`src/rtl/cramer_divide.sv`:
```
// Signed Cramer's-rule divider: x=Dx/D, y=Dy/D, z=Dz/D on one shared iterative restoring divider.
// Latency 3W+4 edges from accept to out_valid (1 when D==0); in_ready only in IDLE, results held in DONE until out_ready.
// Optional round-half-away-from-zero in FIX under macro CRAMER_DIV_ROUND_EN (default: truncate toward zero).
module cramer_divide #(
    parameter int W = 24
) (
    input  logic                clk,
    input  logic                rst_n,
    input  logic                in_valid,
    output logic                in_ready,
    input  logic signed [W-1:0] det,
    input  logic signed [W-1:0] det_x,
    input  logic signed [W-1:0] det_y,
    input  logic signed [W-1:0] det_z,
    output logic                out_valid,
    input  logic                out_ready,
    output logic signed [W-1:0] val_x,
    output logic signed [W-1:0] val_y,
    output logic signed [W-1:0] val_z,
    output logic                singular,
    output logic                ovf,
    output logic                busy
);

    localparam int CW = $clog2(W);
    localparam logic [CW-1:0] CNT_LAST    = CW'(W - 1);
    localparam logic [W:0]    MAG_NEG_LIM = {2'b01, {(W-1){1'b0}}};
    localparam logic [W:0]    MAG_POS_LIM = {2'b00, {(W-1){1'b1}}};
    localparam logic [W-1:0]  SAT_NEG     = {1'b1, {(W-1){1'b0}}};
    localparam logic [W-1:0]  SAT_POS     = {1'b0, {(W-1){1'b1}}};

    typedef enum logic [2:0] {
        S_IDLE,
        S_SETUP,
        S_DIV,
        S_FIX,
        S_DONE
    } state_t;

    state_t         state_q;
    logic [W-1:0]   det_q, dx_q, dy_q, dz_q;
    logic [W-1:0]   dmag_q;
    logic           dneg_q;
    logic [W-1:0]   num_q;
    logic           nneg_q;
    logic [W:0]     rem_q;
    logic [W-1:0]   quo_q;
    logic [CW-1:0]  cnt_q;
    logic [1:0]     idx_q;
    logic [W-1:0]   val_x_q, val_y_q, val_z_q;
    logic           singular_q, ovf_q, in_ready_q, out_valid_q, busy_q;

    function automatic logic [W-1:0] mag_of(input logic [W-1:0] v);
        mag_of = v[W-1] ? (~v + {{(W-1){1'b0}}, 1'b1}) : v;
    endfunction

    // Restoring step: shift in the next numerator bit, subtract when it fits.
    logic [W:0]   rem_shift_d;
    logic         rem_ge_d;
    logic [W:0]   rem_sub_d;
    assign rem_shift_d = (rem_q << 1) | {{W{1'b0}}, num_q[W-1]};
    assign rem_ge_d    = rem_shift_d >= {1'b0, dmag_q};
    assign rem_sub_d   = rem_shift_d - {1'b0, dmag_q};

    logic [W:0]   fix_mag_d;
`ifdef CRAMER_DIV_ROUND_EN
    logic         round_up_d;
    assign round_up_d = {rem_q, 1'b0} >= {2'b00, dmag_q};
    assign fix_mag_d  = {1'b0, quo_q} + {{W{1'b0}}, round_up_d};
`else
    assign fix_mag_d  = {1'b0, quo_q};
`endif

    // Magnitude is W+1 bits so a rounded 2^(W-1) (or 2^(W-1) from |-2^(W-1)|/1) is caught before the sign.
    logic         fix_neg_d;
    logic         fix_sat_d;
    logic [W-1:0] fix_val_d;
    assign fix_neg_d = nneg_q ^ dneg_q;
    assign fix_sat_d = fix_neg_d ? (fix_mag_d > MAG_NEG_LIM) : (fix_mag_d > MAG_POS_LIM);
    assign fix_val_d = fix_sat_d ? (fix_neg_d ? SAT_NEG : SAT_POS)
                                 : (fix_neg_d ? (~fix_mag_d[W-1:0] + {{(W-1){1'b0}}, 1'b1})
                                              : fix_mag_d[W-1:0]);

    always_ff @(posedge clk) begin
        if (!rst_n) begin
            state_q     <= S_IDLE;
            det_q       <= '0;
            dx_q        <= '0;
            dy_q        <= '0;
            dz_q        <= '0;
            dmag_q      <= '0;
            dneg_q      <= 1'b0;
            num_q       <= '0;
            nneg_q      <= 1'b0;
            rem_q       <= '0;
            quo_q       <= '0;
            cnt_q       <= '0;
            idx_q       <= '0;
            val_x_q     <= '0;
            val_y_q     <= '0;
            val_z_q     <= '0;
            singular_q  <= 1'b0;
            ovf_q       <= 1'b0;
            in_ready_q  <= 1'b1;
            out_valid_q <= 1'b0;
            busy_q      <= 1'b0;
        end else begin
            case (state_q)
                S_IDLE: begin
                    if (in_valid) begin
                        det_q      <= det;
                        dx_q       <= det_x;
                        dy_q       <= det_y;
                        dz_q       <= det_z;
                        singular_q <= 1'b0;
                        ovf_q      <= 1'b0;
                        in_ready_q <= 1'b0;
                        busy_q     <= 1'b1;
                        state_q    <= S_SETUP;
                    end
                end
                S_SETUP: begin
                    if (det_q == '0) begin
                        val_x_q     <= '0;
                        val_y_q     <= '0;
                        val_z_q     <= '0;
                        singular_q  <= 1'b1;
                        busy_q      <= 1'b0;
                        out_valid_q <= 1'b1;
                        state_q     <= S_DONE;
                    end else begin
                        dmag_q  <= mag_of(det_q);
                        dneg_q  <= det_q[W-1];
                        num_q   <= mag_of(dx_q);
                        nneg_q  <= dx_q[W-1];
                        rem_q   <= '0;
                        quo_q   <= '0;
                        cnt_q   <= '0;
                        idx_q   <= '0;
                        state_q <= S_DIV;
                    end
                end
                S_DIV: begin
                    rem_q <= rem_ge_d ? rem_sub_d : rem_shift_d;
                    quo_q <= {quo_q[W-2:0], rem_ge_d};
                    num_q <= num_q << 1;
                    cnt_q <= cnt_q + 1'b1;
                    if (cnt_q == CNT_LAST) begin
                        state_q <= S_FIX;
                    end
                end
                S_FIX: begin
                    case (idx_q)
                        2'd0:    val_x_q <= fix_val_d;
                        2'd1:    val_y_q <= fix_val_d;
                        default: val_z_q <= fix_val_d;
                    endcase
                    if (fix_sat_d) begin
                        ovf_q <= 1'b1;
                    end
                    if (idx_q != 2'd2) begin
                        num_q   <= mag_of((idx_q == 2'd0) ? dy_q : dz_q);
                        nneg_q  <= (idx_q == 2'd0) ? dy_q[W-1] : dz_q[W-1];
                        rem_q   <= '0;
                        quo_q   <= '0;
                        cnt_q   <= '0;
                        idx_q   <= idx_q + 2'd1;
                        state_q <= S_DIV;
                    end else begin
                        busy_q      <= 1'b0;
                        out_valid_q <= 1'b1;
                        state_q     <= S_DONE;
                    end
                end
                S_DONE: begin
                    if (out_ready) begin
                        out_valid_q <= 1'b0;
                        in_ready_q  <= 1'b1;
                        state_q     <= S_IDLE;
                    end
                end
                default: begin
                    state_q <= S_IDLE;
                end
            endcase
        end
    end

    assign in_ready  = in_ready_q;
    assign out_valid = out_valid_q;
    assign busy      = busy_q;
    assign val_x     = val_x_q;
    assign val_y     = val_y_q;
    assign val_z     = val_z_q;
    assign singular  = singular_q;
    assign ovf       = ovf_q;

endmodule
```
`config.mk`:
```
export PLATFORM = sky130hd
export DESIGN_NAME = cramer_divide
export DESIGN_NICKNAME = d
export VERILOG_FILES = /design/src/rtl/cramer_divide.sv
export SDC_FILE = /design/constraint.sdc
export NUM_CORES = 1
export LEC_CHECK = 0
export ABC_AREA = 1
export CORE_MARGIN = 2
export CORE_UTILIZATION = 30
export DETAILED_ROUTE_END_ITERATION = 6
export GPL_TIMING_DRIVEN = 0
export MAX_ROUTING_LAYER = met4
export PLACE_DENSITY = 0.5
export RECOVER_POWER = 100
export SYNTH_ARGS = -nofsm -noshare
export SYNTH_HDL_FRONTEND = slang
export SYNTH_SLANG_ARGS = --single-unit
```
`constraint.sdc`:
```
create_clock -name clk -period 2.93 [get_ports clk]
set_input_delay 0.293 -clock clk [delete_from_list [all_inputs] [get_ports clk]]
set_output_delay 0.293 -clock clk [all_outputs]
set_load 0.005 [all_outputs]
```
## After elaboration in Yosys (flattened, before gate mapping)

Index checks and enable logic that the tools add are counted.

- Bits in registers: 281
- Input bits: 100
- Output and inout bits: 77
- Logic and storage cells: 135

- $add $sub $neg: 7
- Magnitude comparators: 3
- Eq/ne operators: 18
- Muxes and demuxes: 55
- Bitwise logic cells: 7
- Reduce and logical (&&, ||, !) cells: 24

Operators by type and width:

| operator | count |
|---|---|
| two-way mux 24 bit | 18 |
| one-hot mux 24 bit (3 select lines) | 3 |
| one-hot mux 24 bit (2 select lines) | 3 |
| adder 24 x 1 -> 24 bit, second input constant | 4 |
| inverter 24 bit | 4 |
| AND reduction 3 bit | 9 |
| >= comparator 25 x 24 -> 1 bit | 1 |
| bitwise OR 25 x 1 -> 25 bit | 1 |
| > comparator 24 x 23 -> 1 bit, second input constant | 1 |
| > comparator 24 bit, second input constant | 1 |
| zero test 24 bit | 1 |
| subtractor 24 bit | 1 |
| inequality test 2 bit, second input constant | 11 |
| two-way mux 3 bit | 5 |
| one-hot mux 3 bit (5 select lines) | 1 |
| one-hot mux 5 bit (3 select lines) | 1 |
| two-way mux 1 bit | 13 |
| two-way mux 5 bit | 2 |
| nonzero test 3 bit | 3 |
| one-hot mux 1 bit (2 select lines) | 4 |
| AND reduction 4 bit | 2 |
| nonzero test 2 bit | 4 |
| == test 3 x 2 -> 1 bit, second input constant | 2 |
| one-hot mux 1 bit (3 select lines) | 2 |
| other kinds (15) | 17 |

## Longest topological paths before layout

Gate-level depths: netlist of the first run.

- Word-level depth: 7
- Depth in mapped cells: 17
- Gate-level depth less buffers: 16

## Worst setup path before layout of the first run

OpenSTA, ideal clock, no wires.

- Path kind: register to register
- From: register idx_q[0]
- To: register num_q[22]
- Setup time: 70 ps
- Arrival: 2058 ps
- Data required time: 2860 ps
- Slack: 802 ps
- Cell stages (with the launch flop): 18
- Path buffers: 2
- Clock period less this slack: 2128 ps
- Path through: dfxtp_1 -> inv_1 -> ha_1 -> buf_6 -> buf_6 -> nand2_1 -> o21ai_2 -> ha_1 -> nand3_1 -> nor2_1 -> nand2_1 -> nor2_4 -> nand3_1 -> nand2_2 -> nand2_1 -> nand2_1 -> nand3_1 -> a21oi_1

- Word-level cells in the longest chain between the ends: 7
- Elaborated cells between the ends (all ways): 10
- Classes of those cells: 1 x add/sub; 2 x eq/ne; 4 x mux; 1 x bitwise; 2 x reduce/logical

RTL lines:

| item | line | text |
|---|---|---|
| from (decl) | 49 | `logic [1:0] idx_q;` |
| from (signal assigned) | 167 | `idx_q <= idx_q + 2'd1;` |
| zero test 2 bit | 162 | `num_q <= mag_of((idx_q == 2'd0) ? dy_q : dz_q);` |
| two-way mux 24 bit | 162 |  |
| inverter 24 bit | 54 | `mag_of = v[W-1] ? (~v + {{(W-1){1'b0}}, 1'b1}) : v;` |
| adder 24 x 1 -> 24 bit | 54 |  |
| two-way mux 24 bit | 54 |  |
| two-way mux 24 bit | 161 | `if (idx_q != 2'd2) begin` |
| one-hot mux 24 bit (3 select lines) | 108 | `case (state_q)` |
| to (signal assigned) | 134 | `num_q <= mag_of(dx_q);` |
| to (signal assigned) | 146 | `num_q <= num_q << 1;` |
| to (signal assigned) | 162 |  |
| to (decl) | 44 | `logic [W-1:0] num_q;` |

Parallel ways exist; a longest one is shown, timed or not. The select of a mux whose other input is x is not followed.
A chain may end at the register's enable or synchronous reset.

## Final worst setup path of the first run

- From: register det_q[0]
- To: register val_y_q[17] (netlist: val_y[17])

- Word-level cells in the longest chain between the ends: 3

RTL lines:

| item | line | text |
|---|---|---|
| from (decl) | 41 | `logic [W-1:0] det_q, dx_q, dy_q, dz_q;` |
| from (signal assigned) | 111 | `det_q <= det;` |
| zero test 24 bit | 123 | `if (det_q == '0) begin` |
| inequality test 2 bit (no source line) | - |  |
| AND reduction 3 bit (no source line) | - |  |
| to (signal assigned) | 155 | `2'd1: val_y_q <= fix_val_d;` |
| to (decl) | 50 | `logic [W-1:0] val_x_q, val_y_q, val_z_q;` |

Every way passes these cells.

==> impl_metrics.tcl, run 1 <==
set metrics [dict create \
    status "complete, no violations" \
    hpwl_mm 45.1 \
    ys.flop_type "dfxtp_1" \
    netlist-cell-type-count 49 \
    synth-seq-cells 281 \
    p_per_area_nw_per_um2 1310 \
    clk_latency_ps 560 \
    rsz0062_at_grt "false" \
    ff2ff_path_depth 13 \
    hold_viol_final 0 \
    hp-class "input port to register" \
    drt-met1-wl_mm 27.1 \
    crit_slowest_cell "clkbuf_1" \
    final_antenna_net_count 0 \
    critical_path_class "register to register" \
    wirelength_mm 58.0 \
    drtPass1Iterations 5 \
    worstPathRequired_ps 3340 \
    cts_tree "done" \
    worstPathMaxFanout 10 \
    r2r_start "det_q[0]$_SDFFE_PN0P_" \
    start_util_pct 30.2 \
    r2r-end "val_y[17]$_SDFFE_PN0P_" \
    min_period_ps 2740 \
    maxCapViolations 0 \
    drive_above_1_share_pct 6.76 \
    cp_num_buf_inv 3 \
    r2r_slack_ps 190 \
    final_max_slew_viol_count 0 \
    grt_start_max_net_pins 13 \
    cts_sinks 281 \
    max_freq_mhz 366 \
    drc 0 \
    routed-wl-met3_mm 2.74 \
    clkTransAtPathRegs_ps 60 \
    wl_per_cell_microns 18.0 \
    crit_arrival_ps 3150 \
    synthCells 2310 \
    grt_usage_pct 22.2 \
    antenna_found_initial 2 \
    cp-end-kind "register" \
    ys_async_sr_fraction_pct 0 \
    ys_seq_area_share_pct 36.5 \
    routabilityCongestion 0.912 \
    vias 16100 \
    io_buffers 175 \
    vias_per_cell 4.98 \
    syn_nets 2443 \
    met2_length_mm 26.8 \
    whs_path_depth 3 \
    cts.path.max_buffers 3 \
    relSlewSlack_pct 34.2 \
    num_rows 83 \
    power_mw 25.1 \
    crit_family "simple AND/OR/NAND/NOR gates" \
    htreeDepth 2 \
    clk_root_buffer_cell "clkbuf_16" \
    path_cells "inv_1 > ha_1 > nand3_1 > nor2_1 > nand3_1 > nor2_1 > nand2_1 > nor2_1 > nand2_1 > nand2_1 > clkbuf_1 > buf_4 > a21oi_1" \
    worst_pin_slew_ps 986 \
    cp_num_cells 13 \
    synth-edff-count 0 \
    die_h_microns 231 \
    startpoint "det_q[0]$_SDFFE_PN0P_" \
    period_share_pct 93.4 \
    area_delta_synth_final_pct 24.1 \
    drt-initial-drc-count 1267 \
    fp.dieW_microns 231 \
    timing.critical_path.slowest_cell_delay_ps 360 \
    top_layer "met4" \
    start_kind "register" \
    timing.setup.tns_ps 0 \
    fin_nets 2655 \
    core_area_sq_um 51100 \
    grt_overflow 0 \
    die_area_sq_um 53200 \
    fillerInstances 5601 \
    hold_buffers 0 \
    grt_pass1_wl_mm 88.5 \
    critPathCapture "val_y[17]$_SDFFE_PN0P_" \
    yosys_warnings 0 \
    synth_area_sq_um 15400 \
    cts_buffers 35 \
    fin_skew_ps 26.7 \
    grt_pass1_vias 15300 \
    ios 177 \
    irDropWorstVdd_mv 0.737 \
    setup_viol 0 \
    syn_avg_cell_area_sq_um 6.67 \
    p_leak_nw 8.45 \
]
synthesized netlist by cell type (2+ instances only):
cell	n	area [sq um]
nand2_1	495	1860
dfxtp_1	281	5630
inv_1	269	1010
a21oi_1	267	1340
o21ai_0	224	1120
nand3_1	181	906
nor2_1	173	649
clkbuf_1	63	236
nand4_1	44	275
buf_2	33	165
ha_1	32	400
xor2_1	30	263
a22oi_1	25	188
nand2_2	19	119
o21ai_1	19	95.1
o21ai_2	17	149
inv_2	15	56.3
nor3_1	14	70.1
buf_4	11	82.6
buf_6	10	113
xnor2_1	10	87.6
o21bai_1	9	67.6
or2_2	7	43.8
nand3b_1	6	45.0
nor2_2	6	37.5
o211ai_1	6	45.0
buf_1	5	18.8
nand3_2	5	50.1
a21oi_2	3	26.3
a31oi_1	3	18.8
a41oi_1	3	26.3
nor2_4	3	33.8
a211oi_1	2	15.0
a21o_1	2	15.0
nor3b_1	2	15.0
nor4_1	2	12.5
or2_1	2	12.5
how the worst min path moves through the flow:
stage	start	endpoint	slack, ps
floorplan	dz_q[9]$_SDFFE_PN0P_	dz_q[9]$_SDFFE_PN0P_	420
global placement	dz_q[5]$_SDFFE_PN0P_	dz_q[5]$_SDFFE_PN0P_	440
detailed placement	dz_q[9]$_SDFFE_PN0P_	dz_q[9]$_SDFFE_PN0P_	450
CTS	det_y[6]	dy_q[6]$_SDFFE_PN0P_	280
global route	det_y[13]	dy_q[13]$_SDFFE_PN0P_	310
finish	det_y[6]	dy_q[6]$_SDFFE_PN0P_	300
power by group:
| part | internal, mW | switching [mW] |
|---|---|---|
| Sequential | 4.87 | 0.683 |
| Clock | 2.65 | 1.76 |
| Combinational | 5.02 | 10.1 |
logic make-up (layout without fill, tap and decap cells):
kind of cell | Yosys count | count (layout) | share of synthesized area, %
buffers and inverters | 408 | 644 | 11.0
DFF | 281 | 281 | 36.5
other | 0 | 2 | 0
adders and majority gates | 33 | 33 | 2.73
AOI/OAI and AO/OA | 585 | 585 | 20.4
and+or+nand+nor | 963 | 963 | 27.1
xor gates and xnor gates | 40 | 40 | 2.27
worst min-delay path: cells and delay by family:
family,cells,cell delay [ps]
buffers and inverters,1,390
and+or+nand+nor,1,70
AOI/OAI and AO/OA,1,50
per-layer routing:
| metal | track usage (%) | up-vias |
|---|---|---|
| li1 | - | 8021 |
| met1 | 29.6 | 7549 |
| met2 | 35.4 | 419 |
| met4 | 6.45 | 0 |
| met5 | - | - |
| met3 | 2.51 | 82 |
area by class of cell:
cell class | count | area (sq um) | area share [%]
Inverter | 286 | 1070 | 5.62
Timing Repair Buffer | 175 | 1750 | 9.16
Antenna cell | 2 | 5.00 | 0.0262
Clock buffer | 49 | 1040 | 5.44
Multi-Input combinational cell | 1621 | 8100 | 42.3
Sequential cell | 281 | 5630 | 29.4
Buffer | 122 | 557 | 2.91
Tap cell | 680 | 851 | 4.45
Clock inverter | 12 | 120 | 0.628
timing repair:
action / CTS / global route
endpoints found under the setup margin: 0 / 5
gates resized for setup: 0 / 6
setup buffers: 0 / 0
hold endpoints to repair: 0 / 0
through the flow:
step | hold WS, ps | utilization (%) | setup WS, ps | instances | cell area, sq um
after floorplan | 424 | - | 802 | 2310 | 15400
after detailed placement | 446 | 35.3 | 187 | 3165 | 18000
after global routing | 311 | 37.4 | 0.464 | 3228 | 19100
after global placement | 442 | 35.3 | 151 | 3165 | 18000
final | 299 | 37.4 | 194 | 3228 | 19100
after CTS | 275 | 37.5 | 152 | 3226 | 19200
layout by cell type, fill, tap and decap left out, types with 7 or more instances in the layout:
cell type and instances:
buf_4 7, nand3_1 181, o21ai_0 226, xnor2_1 10
nand2_1 498, clkinv_2 8, or2_2 7, o21ai_1 17
clkbuf_1 82, buf_2 19, nand4_1 44, nor2_1 171
nor2_2 8, o21bai_1 9, clkbuf_2 9, nand2_2 16
clkbuf_16 37, clkdlybuf4s50_1 98, clkbuf_8 7, inv_1 272
ha_1 30, a21oi_1 267, dfxtp_1 281, inv_2 11
dlygate4sd3_1 77, a22oi_1 25, nor3_1 14, xor2_1 30
o21ai_2 17
registers in the layout, indices dropped and copies added, names as in the netlist, 2 cells and up:
signal / count
dmag_q: 24
dy_q: 24
val_z: 24
dx_q: 24
det_q: 24
idx_q: 2
cnt_q: 5
state_q: 3
rem_q: 24
dz_q: 24
val_y: 24
quo_q: 24
num_q: 24
val_x: 24
No activity file was read; power rests on OpenSTA's default activity.
==> run 2, diff against run 1 <==
--- a/config.mk
+++ b/config.mk
@@ -6,6 +6,7 @@
 export NUM_CORES = 1
 export LEC_CHECK = 0
 export ABC_AREA = 1
+export ABC_CLOCK_PERIOD_IN_PS = 2930
 export CORE_MARGIN = 2
 export CORE_UTILIZATION = 30
 export DETAILED_ROUTE_END_ITERATION = 6
==> results of run 2 <==
Same layout as run 1: the final DEF is identical, and so are final timing and power.
==> run 3, diff against run 2 <==
--- a/config.mk
+++ b/config.mk
@@ -5,7 +5,6 @@
 export SDC_FILE = /design/constraint.sdc
 export NUM_CORES = 1
 export LEC_CHECK = 0
-export ABC_AREA = 1
 export ABC_CLOCK_PERIOD_IN_PS = 2930
 export CORE_MARGIN = 2
 export CORE_UTILIZATION = 30
==> impl_metrics.tcl, run 3 <==
set metrics [dict create \
    status "complete, no violations" \
    synth_area_sq_um 14700 \
    htreeDepth 2 \
    crit_arrival_ps 3320 \
    muxShareOfSynthArea_pct 3.18 \
    maxCapViolations 0 \
    synthTopCellsByArea "dfxtp_1, nand2_1, a21boi_0, o21ai_0, xor2_1" \
    seq_area_sq_um 5640 \
    ys.flop_type "dfxtp_1" \
    drtPass1Iterations 5 \
    fillerInstances 5043 \
    startpoint "det_q[15]$_SDFFE_PN0P_" \
    synthCells 1808 \
    ys_seq_area_share_pct 38.3 \
    setup_viol 0 \
    pre_cts_slack_ps -767 \
    yosys_warnings 0 \
    fp.dieW_microns 225 \
    synth-edff-count 0 \
    clkTransAtPathRegs_ps 60 \
    hold_viol_final 0 \
    multi_input_area_sq_um 8850 \
    fin_nets 2195 \
    grt_usage_pct 20.3 \
    period_share_pct 98.2 \
    r2r_start "det_q[15]$_SDFFE_PN0P_" \
    timing.final.ws_setup_ps 54.0 \
    clk_root_buffer_cell "clkbuf_16" \
    fin_skew_ps 21.1 \
    num_rows 81 \
    start_kind "register" \
    ios 177 \
    hold_buffers 0 \
    p_leak_nw 7.62 \
    antenna_cells 0 \
    routabilityCongestion 0.869 \
    synth_top_family_by_area "compound AO/OA/AOI/OAI gates" \
    p_per_area_nw_per_um2 586 \
    max_freq_mhz 348 \
    timing.setup.tns_ps 0 \
    yosys.area.top_type "dfxtp_1" \
    cts_buffers 35 \
    ys_async_sr_fraction_pct 0 \
    final_cell_mix "nand2_1, dfxtp_1, a21boi_0" \
    syn_avg_cell_area_sq_um 8.12 \
    worst_pin_slew_ps 985 \
    yosysMostFrequentCell "nand2_1" \
    drive_above_1_share_pct 11.2 \
    hpwl_mm 38.3 \
    wirelength_mm 51.5 \
    placed_cells 2607 \
    final_max_slew_viol_count 0 \
    final_common_cell "nand2_1" \
    core_area_sq_um 48600 \
    die_area_sq_um 50700 \
    hp-class "input port to register" \
    syn_nets 1941 \
    critical_path_class "register to register" \
    antenna_found_initial 0 \
    cp-end-kind "register" \
    grt_pass1_wl_mm 77.1 \
    cts.path.max_buffers 3 \
    yosys.area_share.adder_pct 2.86 \
    cts_tree "done" \
    area_delta_synth_final_pct 31.5 \
    vias 13900 \
    worstPathMaxFanout 10 \
    synth_xor_xnor_area_share_pct 5.25 \
    wl_per_cell_microns 19.0 \
    netlist-cell-type-count 75 \
    worstPathRequired_ps 3370 \
    power_mw 11.3 \
    start_util_pct 30.2 \
    synthSimpleGateAreaFrac_pct 22.4 \
    final_antenna_net_count 0 \
    grt_start_max_net_pins 13 \
    hp-start "det[1]" \
    yosys-top-cells-count "nand2_1, dfxtp_1, a21boi_0" \
    fin_cells 2710 \
    cts_sinks 281 \
    clk_latency_ps 550 \
    relSlewSlack_pct 34.3 \
    grt_overflow 0 \
    irDropWorstVdd_mv 0.344 \
    synth_compound_area_share_pct 23.8 \
    die_h_microns 225 \
    synth-seq-cells 281 \
    vias_per_cell 5.11 \
    drc 0 \
    rsz0062_at_grt "true" \
    min_period_ps 2880 \
    drt-initial-drc-count 828 \
    grt_pass1_vias 13200 \
    netlist.area_leader.share_pct 38.3 \
    io_buffers 176 \
]
## run 3: cell types whose count changed after synthesis, sizes merged, moves of 32 or more
cell	delta
inv	-247
a21oi	-217
nand3	-150
o21ai	-146
a21boi	+130
nand2	-121
nor2	-106
mux2i	+41
nor2b	+37
buf	-35
nand4	-35
a22o	+32
## run 3: stage by stage
stage | utilization, % | hold slack [ps] | instance area (sq um)
after floorplan | - | 436 | 14700
after global placement | 35.4 | 442 | 17200
after detailed placement | 35.4 | 454 | 17200
after CTS | 38.5 | 274 | 18700
after global routing | 39.7 | 303 | 19300
final | 39.7 | 299 | 19300
## run 3: layout make-up
class,count,share of cell area [%]
Sequential cell,281,29.2
Timing Repair Buffer,226,11.3
Buffer,109,2.93
Clock buffer,51,5.21
Tap cell,622,4.03
Multi-Input combinational cell,1372,45.9
Inverter,37,0.733
Clock inverter,12,0.662
## run 3: kinds of logic (layout without fill, tap and decap cells)
kind of cell    Yosys count  after routing
fa+ha+maj                33             33
xor+xnor                 88             88
mux                      46             46
buf+inv                 155            435
simple gates            713            713
flops                   281            281
compound gates          492            492
## run 3: critical path: stages, from the launching register on
cell	delay, ps
dfxtp_2	350
or4_4	550
or4_4	500
nor3_4	220
a21oi_1	160
or2_4	320
and2_1	200
clkbuf_4	210
a22o_1	240
## run 3: what timing repair did
item | CTS | global route
setup endpoints to repair | 167 | 145
pin swaps | 10 | 29
cloned | 0 | 4
setup buffers | 21 | 24
resized for setup | 66 | 110
## run 3: power by group
| group | total (mW) | switching, mW | internal (mW) |
|---|---|---|---|
| registers | 4.17 | 0.160 | 4.01 |
| logic | 2.88 | 1.66 | 1.22 |
| clock network | 4.26 | 1.76 | 2.50 |
| total | 11.3 | 3.58 | 7.72 |
## run 3: metal layers
metal | vias to the layer above | GRT usage, % | routed length (microns)
li1 | 6856 | - | -
met1 | 6597 | 26.3 | 23800
met2 | 314 | 32.1 | 23700
met3 | 89 | 3.22 | 2330
met4 | 0 | 6.71 | 1570
met5 | - | - | 0
## run 3: final timing paths
kind | end | slack, ps | cells past startpoint
setup reg to reg | val_z[6]$_SDFFE_PN0P_ | 50 | 8
hold / removal | det_q[1]$_SDFFE_PN0P_ | 300 | 3
setup / recovery | val_z[6]$_SDFFE_PN0P_ | 50 | 8
hold reg to reg | val_y[14]$_SDFFE_PN0P_ | 450 | 2
